### src/rtl/fp_add_pkg.sv
// Shared widths, limits and types for the FP32 adder normalise stage.
package fp_add_pkg;

    localparam int MENT_WIDTH = 23;
    localparam int EXPO_WIDTH = 8;
    localparam int POS_W      = $clog2(MENT_WIDTH) + 1;
    localparam int EXP_MAX    = (1 << EXPO_WIDTH) - 1;
    localparam int SUM_W      = MENT_WIDTH + 2;
    localparam int EXPN_W     = EXPO_WIDTH + 2;
    localparam int RES_W      = 1 + EXPO_WIDTH + MENT_WIDTH;

    typedef enum logic [1:0] {
        ZERO,
        CARRY,
        LEFT
    } norm_class_t;

    typedef struct packed {
        logic [RES_W-1:0] word;
        logic             ovf;
        logic             unf;
    } norm_out_t;

endpackage

### src/rtl/fp_add_normalize_stage_if.sv
// Upstream/downstream handshake bundle of the normalise stage.
interface fp_add_normalize_stage_if;
    import fp_add_pkg::*;

    logic                  in_valid;
    logic                  in_ready;
    logic                  sign_in;
    logic [EXPO_WIDTH-1:0] exp_in;
    logic [SUM_W-1:0]      sum_in;
    logic [POS_W-1:0]      normalize_position_in;
    logic                  position_valid_in;
    logic                  out_valid;
    logic                  out_ready;
    logic [RES_W-1:0]      result_out;
    logic                  overflow_out;
    logic                  underflow_out;

    // Producer/consumer side (drives beats, accepts results)
    modport master (
        output in_valid, sign_in, exp_in, sum_in, normalize_position_in,
               position_valid_in, out_ready,
        input  in_ready, out_valid, result_out, overflow_out, underflow_out
    );

    // Stage side
    modport slave (
        input  in_valid, sign_in, exp_in, sum_in, normalize_position_in,
               position_valid_in, out_ready,
        output in_ready, out_valid, result_out, overflow_out, underflow_out
    );

endinterface

### src/rtl/fp_norm_shifter.sv
// Combinational barrel shifter: right by sh when rshift, else left by sh; keeps low OUT_W bits.
module fp_norm_shifter #(
    parameter int IN_W  = 25,
    parameter int OUT_W = 23,
    parameter int SH_W  = 6
) (
    input  logic [IN_W-1:0]  din,
    input  logic [SH_W-1:0]  sh,
    input  logic             rshift,
    output logic [OUT_W-1:0] dout
);

    assign dout = OUT_W'(rshift ? (din >> sh) : (din << sh));

endmodule

### src/rtl/fp_add_normalize_stage.sv
// FP32 adder stage 4: normalise the mantissa sum and pack the IEEE-754 word.
// S1 classifies and computes the exponent, S2 shifts and applies overflow/underflow.
module fp_add_normalize_stage
    import fp_add_pkg::*;
(
    input  logic                    clk,
    input  logic                    rst,
    fp_add_normalize_stage_if.slave bus
);

    localparam logic signed [EXPN_W-1:0] EXPN_MAX  = EXPN_W'(EXP_MAX);
    localparam logic signed [EXPN_W-1:0] EXPN_ZERO = '0;

    // Saturate to infinity on exponent overflow, flush to +0 on underflow
    function automatic norm_out_t saturate_pack(
        input logic                     sign,
        input norm_class_t              cls,
        input logic signed [EXPN_W-1:0] exp_n,
        input logic                     inf_in,
        input logic [MENT_WIDTH-1:0]    mant
    );
        norm_out_t r;
        r.word = {sign, exp_n[EXPO_WIDTH-1:0], mant};
        r.ovf  = 1'b0;
        r.unf  = 1'b0;
        case (cls)
            CARRY, LEFT: begin
                if (inf_in || exp_n >= EXPN_MAX) begin
                    r.word = {sign, {EXPO_WIDTH{1'b1}}, {MENT_WIDTH{1'b0}}};
                    r.ovf  = 1'b1;
                end else if (exp_n <= EXPN_ZERO) begin
                    r.word = '0;
                    r.unf  = 1'b1;
                end
            end
            default: r.word = '0;
        endcase
        return r;
    endfunction

    logic                     adv2;
    logic                     accept;

    norm_class_t              cls_p0;
    logic [POS_W-1:0]         shift_p0;
    logic signed [EXPN_W-1:0] exp_p0;

    logic                     vld_p1;
    logic                     sign_p1;
    norm_class_t              cls_p1;
    logic [POS_W-1:0]         shift_p1;
    logic signed [EXPN_W-1:0] exp_p1;
    logic [SUM_W-1:0]         sum_p1;
    logic                     inf_p1;
    logic [MENT_WIDTH-1:0]    mant_p1;
    norm_out_t                pack_p1;

    logic                     vld_p2;
    norm_out_t                out_p2;

    assign adv2         = !vld_p2 || bus.out_ready;
    assign bus.in_ready = !vld_p1 || adv2;
    assign accept       = bus.in_valid && bus.in_ready;

    // ---- S0: classify the incoming sum and derive shift/exponent ----
    always_comb begin
        cls_p0   = LEFT;
        shift_p0 = POS_W'(MENT_WIDTH) - bus.normalize_position_in;
        exp_p0   = $signed({2'b00, bus.exp_in})
                 - $signed({{(EXPN_W-POS_W){1'b0}}, shift_p0});
        if (!bus.sum_in[SUM_W-1] && !bus.position_valid_in) begin
            cls_p0   = ZERO;
            shift_p0 = '0;
            exp_p0   = '0;
        end else if (bus.sum_in[SUM_W-1]) begin
            cls_p0   = CARRY;
            shift_p0 = POS_W'(1);
            exp_p0   = $signed({2'b00, bus.exp_in}) + EXPN_W'(1);
        end
    end

    // ---- S1: valid bit advances whenever the stage can take a beat ----
    always_ff @(posedge clk) begin
        if (rst) begin
            vld_p1 <= 1'b0;
        end else if (bus.in_ready) begin
            vld_p1 <= bus.in_valid;
        end
    end

    // S1 data captured only on an accepted beat
    always_ff @(posedge clk) begin
        if (accept) begin
            sign_p1  <= bus.sign_in && (cls_p0 != ZERO);
            cls_p1   <= cls_p0;
            shift_p1 <= shift_p0;
            exp_p1   <= exp_p0;
            sum_p1   <= bus.sum_in;
            inf_p1   <= &bus.exp_in;
        end
    end

    fp_norm_shifter #(
        .IN_W  (SUM_W),
        .OUT_W (MENT_WIDTH),
        .SH_W  (POS_W)
    ) u_shifter (
        .din    (sum_p1),
        .sh     (shift_p1),
        .rshift (cls_p1 == CARRY),
        .dout   (mant_p1)
    );

    assign pack_p1 = saturate_pack(sign_p1, cls_p1, exp_p1, inf_p1, mant_p1);

    // ---- S2: output register, held while downstream stalls ----
    always_ff @(posedge clk) begin
        if (rst) begin
            vld_p2 <= 1'b0;
            out_p2 <= '0;
        end else if (adv2) begin
            vld_p2 <= vld_p1;
            if (vld_p1) begin
                out_p2 <= pack_p1;
            end
        end
    end

    assign bus.out_valid     = vld_p2;
    assign bus.result_out    = out_p2.word;
    assign bus.overflow_out  = out_p2.ovf;
    assign bus.underflow_out = out_p2.unf;

endmodule
### src/flat_wrapper.sv
// flat-port wrapper written by rule: the top's interface ports become plain ports
module fp_add_normalize_stage_flat import fp_add_pkg::*;
  (clk, rst, bus_in_valid, bus_sign_in, bus_exp_in, bus_sum_in, bus_normalize_position_in, bus_position_valid_in, bus_out_ready, bus_in_ready, bus_out_valid, bus_result_out, bus_overflow_out, bus_underflow_out);
  fp_add_normalize_stage_if bus_i ();
  input  logic clk;
  input  logic rst;
  input wire logic [$bits(bus_i.in_valid)-1:0] bus_in_valid;
  input wire logic [$bits(bus_i.sign_in)-1:0] bus_sign_in;
  input wire logic [$bits(bus_i.exp_in)-1:0] bus_exp_in;
  input wire logic [$bits(bus_i.sum_in)-1:0] bus_sum_in;
  input wire logic [$bits(bus_i.normalize_position_in)-1:0] bus_normalize_position_in;
  input wire logic [$bits(bus_i.position_valid_in)-1:0] bus_position_valid_in;
  input wire logic [$bits(bus_i.out_ready)-1:0] bus_out_ready;
  output wire logic [$bits(bus_i.in_ready)-1:0] bus_in_ready;
  output wire logic [$bits(bus_i.out_valid)-1:0] bus_out_valid;
  output wire logic [$bits(bus_i.result_out)-1:0] bus_result_out;
  output wire logic [$bits(bus_i.overflow_out)-1:0] bus_overflow_out;
  output wire logic [$bits(bus_i.underflow_out)-1:0] bus_underflow_out;
  assign bus_i.in_valid = bus_in_valid;
  assign bus_i.sign_in = bus_sign_in;
  assign bus_i.exp_in = bus_exp_in;
  assign bus_i.sum_in = bus_sum_in;
  assign bus_i.normalize_position_in = bus_normalize_position_in;
  assign bus_i.position_valid_in = bus_position_valid_in;
  assign bus_i.out_ready = bus_out_ready;
  assign bus_in_ready = bus_i.in_ready;
  assign bus_out_valid = bus_i.out_valid;
  assign bus_result_out = bus_i.result_out;
  assign bus_overflow_out = bus_i.overflow_out;
  assign bus_underflow_out = bus_i.underflow_out;
  fp_add_normalize_stage u_core (.clk(clk), .rst(rst), .bus(bus_i));
endmodule
### config.mk
export PLATFORM = sky130hd
export DESIGN_NAME = fp_add_normalize_stage_flat
export DESIGN_NICKNAME = d
export VERILOG_FILES = /design/src/rtl/fp_add_pkg.sv /design/src/rtl/fp_add_normalize_stage_if.sv /design/src/rtl/fp_norm_shifter.sv /design/src/rtl/fp_add_normalize_stage.sv /design/src/flat_wrapper.sv
export SDC_FILE = /design/constraint.sdc
export NUM_CORES = 1
export LEC_CHECK = 0
export CAP_MARGIN = 20
export CORE_ASPECT_RATIO = 0.8
export CORE_MARGIN = 1
export CORE_UTILIZATION = 50
export CTS_CLUSTER_DIAMETER = 60
export CTS_CLUSTER_SIZE = 8
export DETAILED_ROUTE_END_ITERATION = 12
export DONT_BUFFER_PORTS = 1
export PLACE_DENSITY = 0.67
export SYNTH_ARGS = -nofsm -noshare
export SYNTH_HDL_FRONTEND = slang
export SYNTH_SLANG_ARGS = --single-unit
### constraint.sdc
create_clock -name clk -period 6.95 [get_ports clk]
set_input_delay 1.7375 -clock clk [delete_from_list [all_inputs] [get_ports clk]]
set_output_delay 1.7375 -clock clk [all_outputs]
set_load 0.1 [all_outputs]
==> results list, run 1 <==
* Static leakage: 2.286 nW
- In this run, CTS created clock tree buffers numbering 9.
- The worst-case IR drop observed on VDD is 0.0001315 V.
* Power per standard cell area: 224.8 mW/mm^2
- TritonCTS built the clock tree.
- Fraction of synthesis flops using an asynchronous set or reset pin: 0
* Iteration count of the initial detailed-routing pass: 5
- TNS Setup: 0 ns
- Hold_ws: 0.5457 ns
- The initial antenna violation count came to 0.
- Overall die area: 0.01202 mm^2
- The clock net in this run drives a total of 81 sinks.
* Worst path top cell family by delay: simple AND/OR/NAND/NOR gates
- Cell with the most instances after synthesis: sky130_fd_sc_hd__nand2_1
* Run status: complete, no violations
- Total design power: 1.369 mW
- GP Congestion: 0.9898
- The core region is 0.01106 mm^2.
* Max-slew headroom: 0.2924
- Tightest Pin Transition: 1.060 ns
* Most used standard cells in the synthesized netlist: 74 x sky130_fd_sc_hd__nand2_1, 46 x sky130_fd_sc_hd__nor2_1, 45 x sky130_fd_sc_hd__edfxtp_1, 45 x sky130_fd_sc_hd__mux2i_1, 45 x sky130_fd_sc_hd__o21ai_0
- Crit-path max cell delay: 0.63 ns
* Worst EP arrival: 2.60 ns
* Number of synthesized flops with an enable pin: 45
- CTS Buffer Depth: 2
* Area growth, synth to finish: 5.163%
- Final std cell area, no fill: 0.006091 mm^2
- Walking the worst path, the cells encountered are nor2b_1 > nand2_1.
- Pin count of the biggest net entering global routing: 65
* Critical Path RT: 5.21 ns
- Via Count: 4,792
* Number of nets with antenna violations after detailed routing: 0
- Floorplan row count: 34
* Final critical delay including setup and external delays: 4.337 ns
- The repair_antennas step left the layout with diodes totalling 0.
* Setup Slack @ Placement: 2.625 ns
- The number of hold buffers added after CTS was 0.
* Top cells by area in the synthesized netlist: sky130_fd_sc_hd__edfxtp_1 23%, sky130_fd_sc_hd__dfxtp_1 12%, sky130_fd_sc_hd__mux4_2 8.9%, sky130_fd_sc_hd__mux2i_1 7.8%, sky130_fd_sc_hd__nand2_1 4.8%
* Final routed wirelength across all metal layers: 15.98 mm
* Number of DRC violations after detailed-routing iteration 0: 534
- Count of distinct cell types in the synthesized netlist: 72
- Count of instances resized after the clock tree is built: 0
- Post-Route Skew: 0.005467 ns
* Synthesized instance count: 596
- Number of levels the H-tree was split into: 3
* Cell at the slowest stage of the critical path: sky130_fd_sc_hd__nand2_1
- For this design the top-level I/O count stands at 81.
* Unrepaired setup endpoints after global routing: no
* Count of maximum capacitance violations: 0
* # DRC: 0
* Fraction of final layout cells sized beyond drive strength 1: 0.1496
- Warning count from the yosys run: 0
* Per-instance average area after synthesis: 9.718 um^2
- In the finished design, the share of the clock period the worst path needs comes to 0.6240.
- The tree is rooted in a sky130_fd_sc_hd__clkbuf_16.
* Quantity of I/O buffers inserted on ports: 0
- Effective utilization at floorplan: 0.5236
* Register clock-pin slew on the reported worst setup and hold paths: 0.06 ns
- Setup slack of the critical path after layout: 2.613 ns
* HPWL after DPL: 11.58 mm
- Top FF cell, synth: sky130_fd_sc_hd__edfxtp_1
* Number of max-slew violations in the final report: 0
* Layout Nets: 625
- From bottom edge to top edge, the die measures 98.27 um.
- Of the post-synthesis cell area, the dominant cell type holds 0.2333.
* Count of buffer and inverter cells on the critical path: 0
- STA classifies the critical path startpoint as a primary input.
- Global Route Usage Sum: 0.2774
* Cell taking the most area after synthesis: sky130_fd_sc_hd__edfxtp_1
- Top fanout value on the critical path: 5
- Postcts setup bufs: 0
* Achievable Freq: 230.6 MHz
* Final-report hold violation count: 0
- The placed instances occupy a cell area of 0.005757 mm^2.
- The first global-routing pass estimated 24.95 mm of wire.
* Worst min-delay path class: reg -> reg
* Mapped Nets: 651
* Mean number of vias per cell: 6.665
- STA classifies the critical path endpoint as an output pin.
* Clock latency of the later-clocked register in the worst-skew pair: 0.35 ns
* Count of state elements after synthesis: 81
* Total congestion overflow after global routing: 0
- The worst setup path is of the in -> out kind.
* Final setup violating endpoints: 0
* Vias in the first global route: 4,465
* Average wire length per cell after detail routing: 22.23 um
- The share of the Yosys chip area taken by registers is 0.3577.
- Area of the mapped netlist: 0.005792 mm^2
- The floorplan step set the die width to 122.3 um.
## registers in the layout (all words and copies together) (netlist names)
register	cells
u_core.bus.overflow_out	1
u_core.bus.underflow_out	1
u_core.bus.out_valid	1
u_core.exp_p1	10
u_core.sum_p1	25
u_core.sign_p1	1
u_core.shift_p1	6
u_core.inf_p1	1
u_core.vld_p1	1
u_core.cls_p1	2
u_core.bus.result_out	32
## logic make-up (layout without fill, tap and decap cells)
family / Yosys count / after routing / share of synthesized area
adder cells (fa/ha/maj): 10 / 10 / 0.02290
multiplexers: 93 / 93 / 0.2184
XOR/XNOR: 7 / 7 / 0.01059
AND/OR/NAND/NOR: 176 / 176 / 0.1387
flip-flops: 81 / 81 / 0.3577
buffers and inverters: 60 / 39 / 0.05681
AO/OA/AOI/OAI: 169 / 169 / 0.1949
## layout by cell type, fill, tap and decap left out, drive strengths merged, types with 4 or more instances in the layout
| master | n |
|---|---|
| mux2 | 24 |
| a211oi | 7 |
| o211ai | 8 |
| nand3 | 7 |
| a31oi | 5 |
| nand2b | 8 |
| a21oi | 34 |
| o31ai | 6 |
| nand2 | 74 |
| mux4 | 24 |
| a21o | 6 |
| mux2i | 45 |
| ha | 9 |
| or2 | 4 |
| o21ai | 45 |
| inv | 15 |
| edfxtp | 45 |
| xnor2 | 4 |
| nor2 | 46 |
| and3 | 7 |
| a222oi | 4 |
| a22oi | 14 |
| o22ai | 6 |
| clkbuf | 11 |
| a32o | 4 |
| nor2b | 8 |
| dfxtp | 36 |
| nor3 | 6 |
| buf | 9 |
## final timing paths
check / startpoint / end / slack [ns] / depth (start not counted)
min reg2reg: u_core.vld_p1$_SDFFE_PP0N_ / u_core.bus.out_valid$_SDFFE_PP0P_ / 0.55 / 2
min: u_core.vld_p1$_SDFFE_PP0N_ / u_core.bus.out_valid$_SDFFE_PP0P_ / 0.55 / 2
max reg2reg: u_core.shift_p1[0]$_SDFFCE_PP0P_ / u_core.bus.result_out[14]$_SDFFE_PP0P_ / 3.50 / 7
max: bus_out_ready / bus_in_ready / 2.61 / 2
## area by class of cell
| type | instances | area [um^2] |
|---|---|---|
| clock buffers | 11 | 252.7 |
| clock inverters | 5 | 61.31 |
| fillers | 998 | 4970 |
| inverters | 14 | 52.55 |
| multi-input cells | 455 | 3392 |
| flip-flops and latches | 81 | 2072 |
| well taps | 144 | 180.2 |
| repair buffers | 9 | 80.08 |
## power breakdown
part           total, mW  leakage (nW)  switching (mW)  internal, mW
Combinational      0.278          1.39           0.164         0.114
Sequential         0.592         0.736          0.0599         0.532
Clock              0.500         0.157           0.199         0.300
Total               1.37          2.29           0.424         0.946
## per-stage QoR
stage	utilization	std cells
detailed placement	0.5205	702
global route	0.5507	719
global placement	0.5205	702
finish	0.5507	719
floorplan	-	596
CTS	0.5489	718
## routing by layer
metal	global-route usage	vias to the layer above	wire length [um]	share of wire
li1	-	2226	-	-
met5	0.03333	-	49	0.0031
met2	0.3790	247	6684	0.42
met4	0.08724	2	325	0.020
met1	0.4012	2289	7320	0.46
met3	0.09871	28	1603	0.10
Note: power is estimated with default switching activity, not from simulation.
==> run 2, diff against run 1 <==
==> constraint.sdc (replaced) <==
create_clock -name clk -period 4 [get_ports clk]
set_input_delay 1 -clock clk [delete_from_list [all_inputs] [get_ports clk]]
set_output_delay 1 -clock clk [all_outputs]
set_load 0.1 [all_outputs]
==> run 2 against run 1 <==
Net effect:
- sequential power grew 72%
- cell count increased by 0.97%
- sequential share of layout area about the same
- first-iteration DRC count up 23%
- clock power grew 59%
- largest power group unchanged
- non-clock buffer count grew 7
- die area unchanged
- utilization increased by 0.079 points
- clock-buffer cell count up 1
==> results list, run 2 (synthesis results as in run 1) <==
- The detail route stage leaves a number of antenna-violating nets equal to 0.
- Clock-pin slew was measured on the worst setup and hold paths at 0.06 ns.
- Data on the critical path is required at its endpoint by 4.22 ns.
* Effective utilization at floorplan: 0.5236
- Overall die area: 0.01202 mm^2
- The detailed router placed 4,909 vias in this run.
* Number of levels the H-tree was split into: 3
- IR analysis of the VDD net gives a maximum drop of 0.0002875 V.
* End point of the most critical hold path: u_core.bus.out_valid$_SDFFE_PP0P_
- Entering global routing, the biggest net connects 51 pins.
- In the routed design, unresolved DRC markers number 0.
- Final critical delay including setup and external delays: 2.773 ns
- Hold_ws: 0.5274 ns
- TritonCTS built the clock tree.
- Post-CTS timing repair inserted 0 buffers for setup.
- Critical setup path kind: reg -> reg
- Along the worst path, the maximum fanout reaches 29.
* Average wire length per cell after detail routing: 22.53 um
- Total design power: 2.312 mW
- Vias in the first global route: 4,557
- R2R depth: 7
* End of the worst register-to-register path: u_core.bus.result_out[10]$_SDFFE_PP0P_
- Final routed wirelength across all metal layers: 16.36 mm
- Quantity of I/O buffers inserted on ports: 0
- Fraction of final layout cells sized beyond drive strength 1: 0.1581
- Total congestion overflow after global routing: 0
- Area growth, synth to finish: 5.314%
* Total inserted antenna cells: 0
* Final setup violating endpoints: 0
- The core region is 0.01106 mm^2.
* Tightest Pin Transition: 1.095 ns
- Power per standard cell area: 379.0 mW/mm^2
- Measured against its own limit, the worst slew margin works out to 0.2690.
- Count of maximum capacitance violations: 0
- Along the worst hold path, the cell count comes to 2.
- Clock Sink Count: 81
* Root buffer cell: sky130_fd_sc_hd__clkbuf_16
- Run status: complete, no violations
* Global Route Usage Sum: 0.2829
- Setup slack of the critical path after layout: 1.227 ns
* Max FFs per register: 32
- Before antenna repair, the detailed router went through 6 iterations.
- Setup total negative slack on the finished layout was measured at 0 ns.
* Final-report hold violation count: 0
- Number of DRC violations after detailed-routing iteration 0: 656
- The worst hold path belongs to the class reg -> reg.
* Post-route clock period utilization: 0.6933
- During I/O placement, the number of pins put on the boundary was 81.
- Die boundary width: 122.3 um
* Category of the worst setup path capture point: flip-flop
* Clock latency of the later-clocked register in the worst-skew pair: 0.34 ns
- No sink is reached through more buffers than the 2 on the longest clock path.
- The worst setup path is launched from a flip-flop.
* Number of max-slew violations in the final report: 0
* Hold Path Origin: u_core.vld_p1$_SDFFE_PP0N_
- In this run the critical register-to-register path is launched from u_core.shift_p1[0]$_SDFFCE_PP0P_.
* Setup Slack @ Placement: 1.043 ns
* Global-route wire length before repair: 25.61 mm
- Unrepaired setup endpoints after global routing: no
* Post-Route Skew: 0.006017 ns
- Hold buffers post-CTS: 0
- Number of antenna violations at the first check in global routing: 0
- At the end of routability-driven placement, the weighted congestion stood at 0.9443.
* Layout Nets: 632
- Worst EP arrival: 3.00 ns
* Count of instances resized after the clock tree is built: 0
- The floorplan step set the die height to 98.27 um.
- Static leakage: 2.302 nW
* Most common cell after layout, fill and taps aside: sky130_fd_sc_hd__nand2_1
- Mean number of vias per cell: 6.762
- TritonCTS buffer count: 9
* Achievable Freq: 360.6 MHz
- The setup check on the worst reg-to-reg path leaves a slack of 1.23 ns.
* HPWL after DPL: 12.08 mm
* Leading cell types in the layout, fill and taps excluded: 74 x sky130_fd_sc_hd__nand2_1, 46 x sky130_fd_sc_hd__nor2_1, 45 x sky130_fd_sc_hd__mux2i_1, 45 x sky130_fd_sc_hd__o21ai_0, 45 x sky130_fd_sc_hd__edfxtp_1
- Floorplan row count: 34
==> run 2: where the power goes <==
group | switching, mW | internal (mW)
clock network | 0.337 | 0.456
registers | 0.0964 | 0.924
logic | 0.298 | 0.201
==> run 2: critical path: stages (launching register included) <==
cell and delay (ns):
sky130_fd_sc_hd__edfxtp_1 0.39, sky130_fd_sc_hd__buf_4 0.39, sky130_fd_sc_hd__mux4_2 0.60, sky130_fd_sc_hd__a222oi_1 0.71, sky130_fd_sc_hd__and2_1 0.24, sky130_fd_sc_hd__a211oi_1 0.06
sky130_fd_sc_hd__a21oi_1 0.17, sky130_fd_sc_hd__o21ai_0 0.09
==> run 2: how the worst max path moves through the flow <==
stage | startpoint | to | slack, ns | cells past startpoint
after floorplan | bus_out_ready | u_core.cls_p1[0]$_DFFE_PP_ | 0.65 | 3
after global placement | bus_normalize_position_in[0] | u_core.exp_p1[6]$_SDFFCE_PP0P_ | 1.10 | 10
after detailed placement | bus_normalize_position_in[0] | u_core.exp_p1[6]$_SDFFCE_PP0P_ | 1.04 | 10
after CTS | u_core.shift_p1[2]$_SDFFCE_PN0P_ | u_core.bus.result_out[21]$_SDFFE_PP0P_ | 1.29 | 6
after global routing | u_core.shift_p1[0]$_SDFFCE_PP0P_ | u_core.bus.result_out[10]$_SDFFE_PP0P_ | 1.11 | 7
final | u_core.shift_p1[0]$_SDFFCE_PP0P_ | u_core.bus.result_out[10]$_SDFFE_PP0P_ | 1.23 | 7
==> run 2: stage by stage <==
stage / std cells / cell area [um^2] / util
5_1_grt: 726 / 6100 / 0.5515
4_1_cts: 726 / 6100 / 0.5515
3_5_place_dp: 710 / 5817 / 0.5259
3_3_place_gp: 710 / 5817 / 0.5259
2_1_floorplan: 596 / 5792 / -
6_report: 726 / 6100 / 0.5515
==> run 2: layout make-up <==
cell class / instances / area, um^2
Multi-Input combinational cell: 455 / 3392
Clock buffer: 12 / 256.5
Tap cell: 144 / 180.2
Clock inverter: 4 / 26.28
Inverter: 14 / 52.55
Sequential cell: 81 / 2072
Timing Repair Buffer: 16 / 120.1
Fill cell: 1016 / 4961
==> run 2: per-layer routing <==
layer	vias up	GRT usage	wire length (um)
li1	2235	-	-
met1	2363	0.4197	7387
met2	274	0.3915	6983
met3	37	0.07652	1592
met4	0	0.09850	396
met5	-	0	0
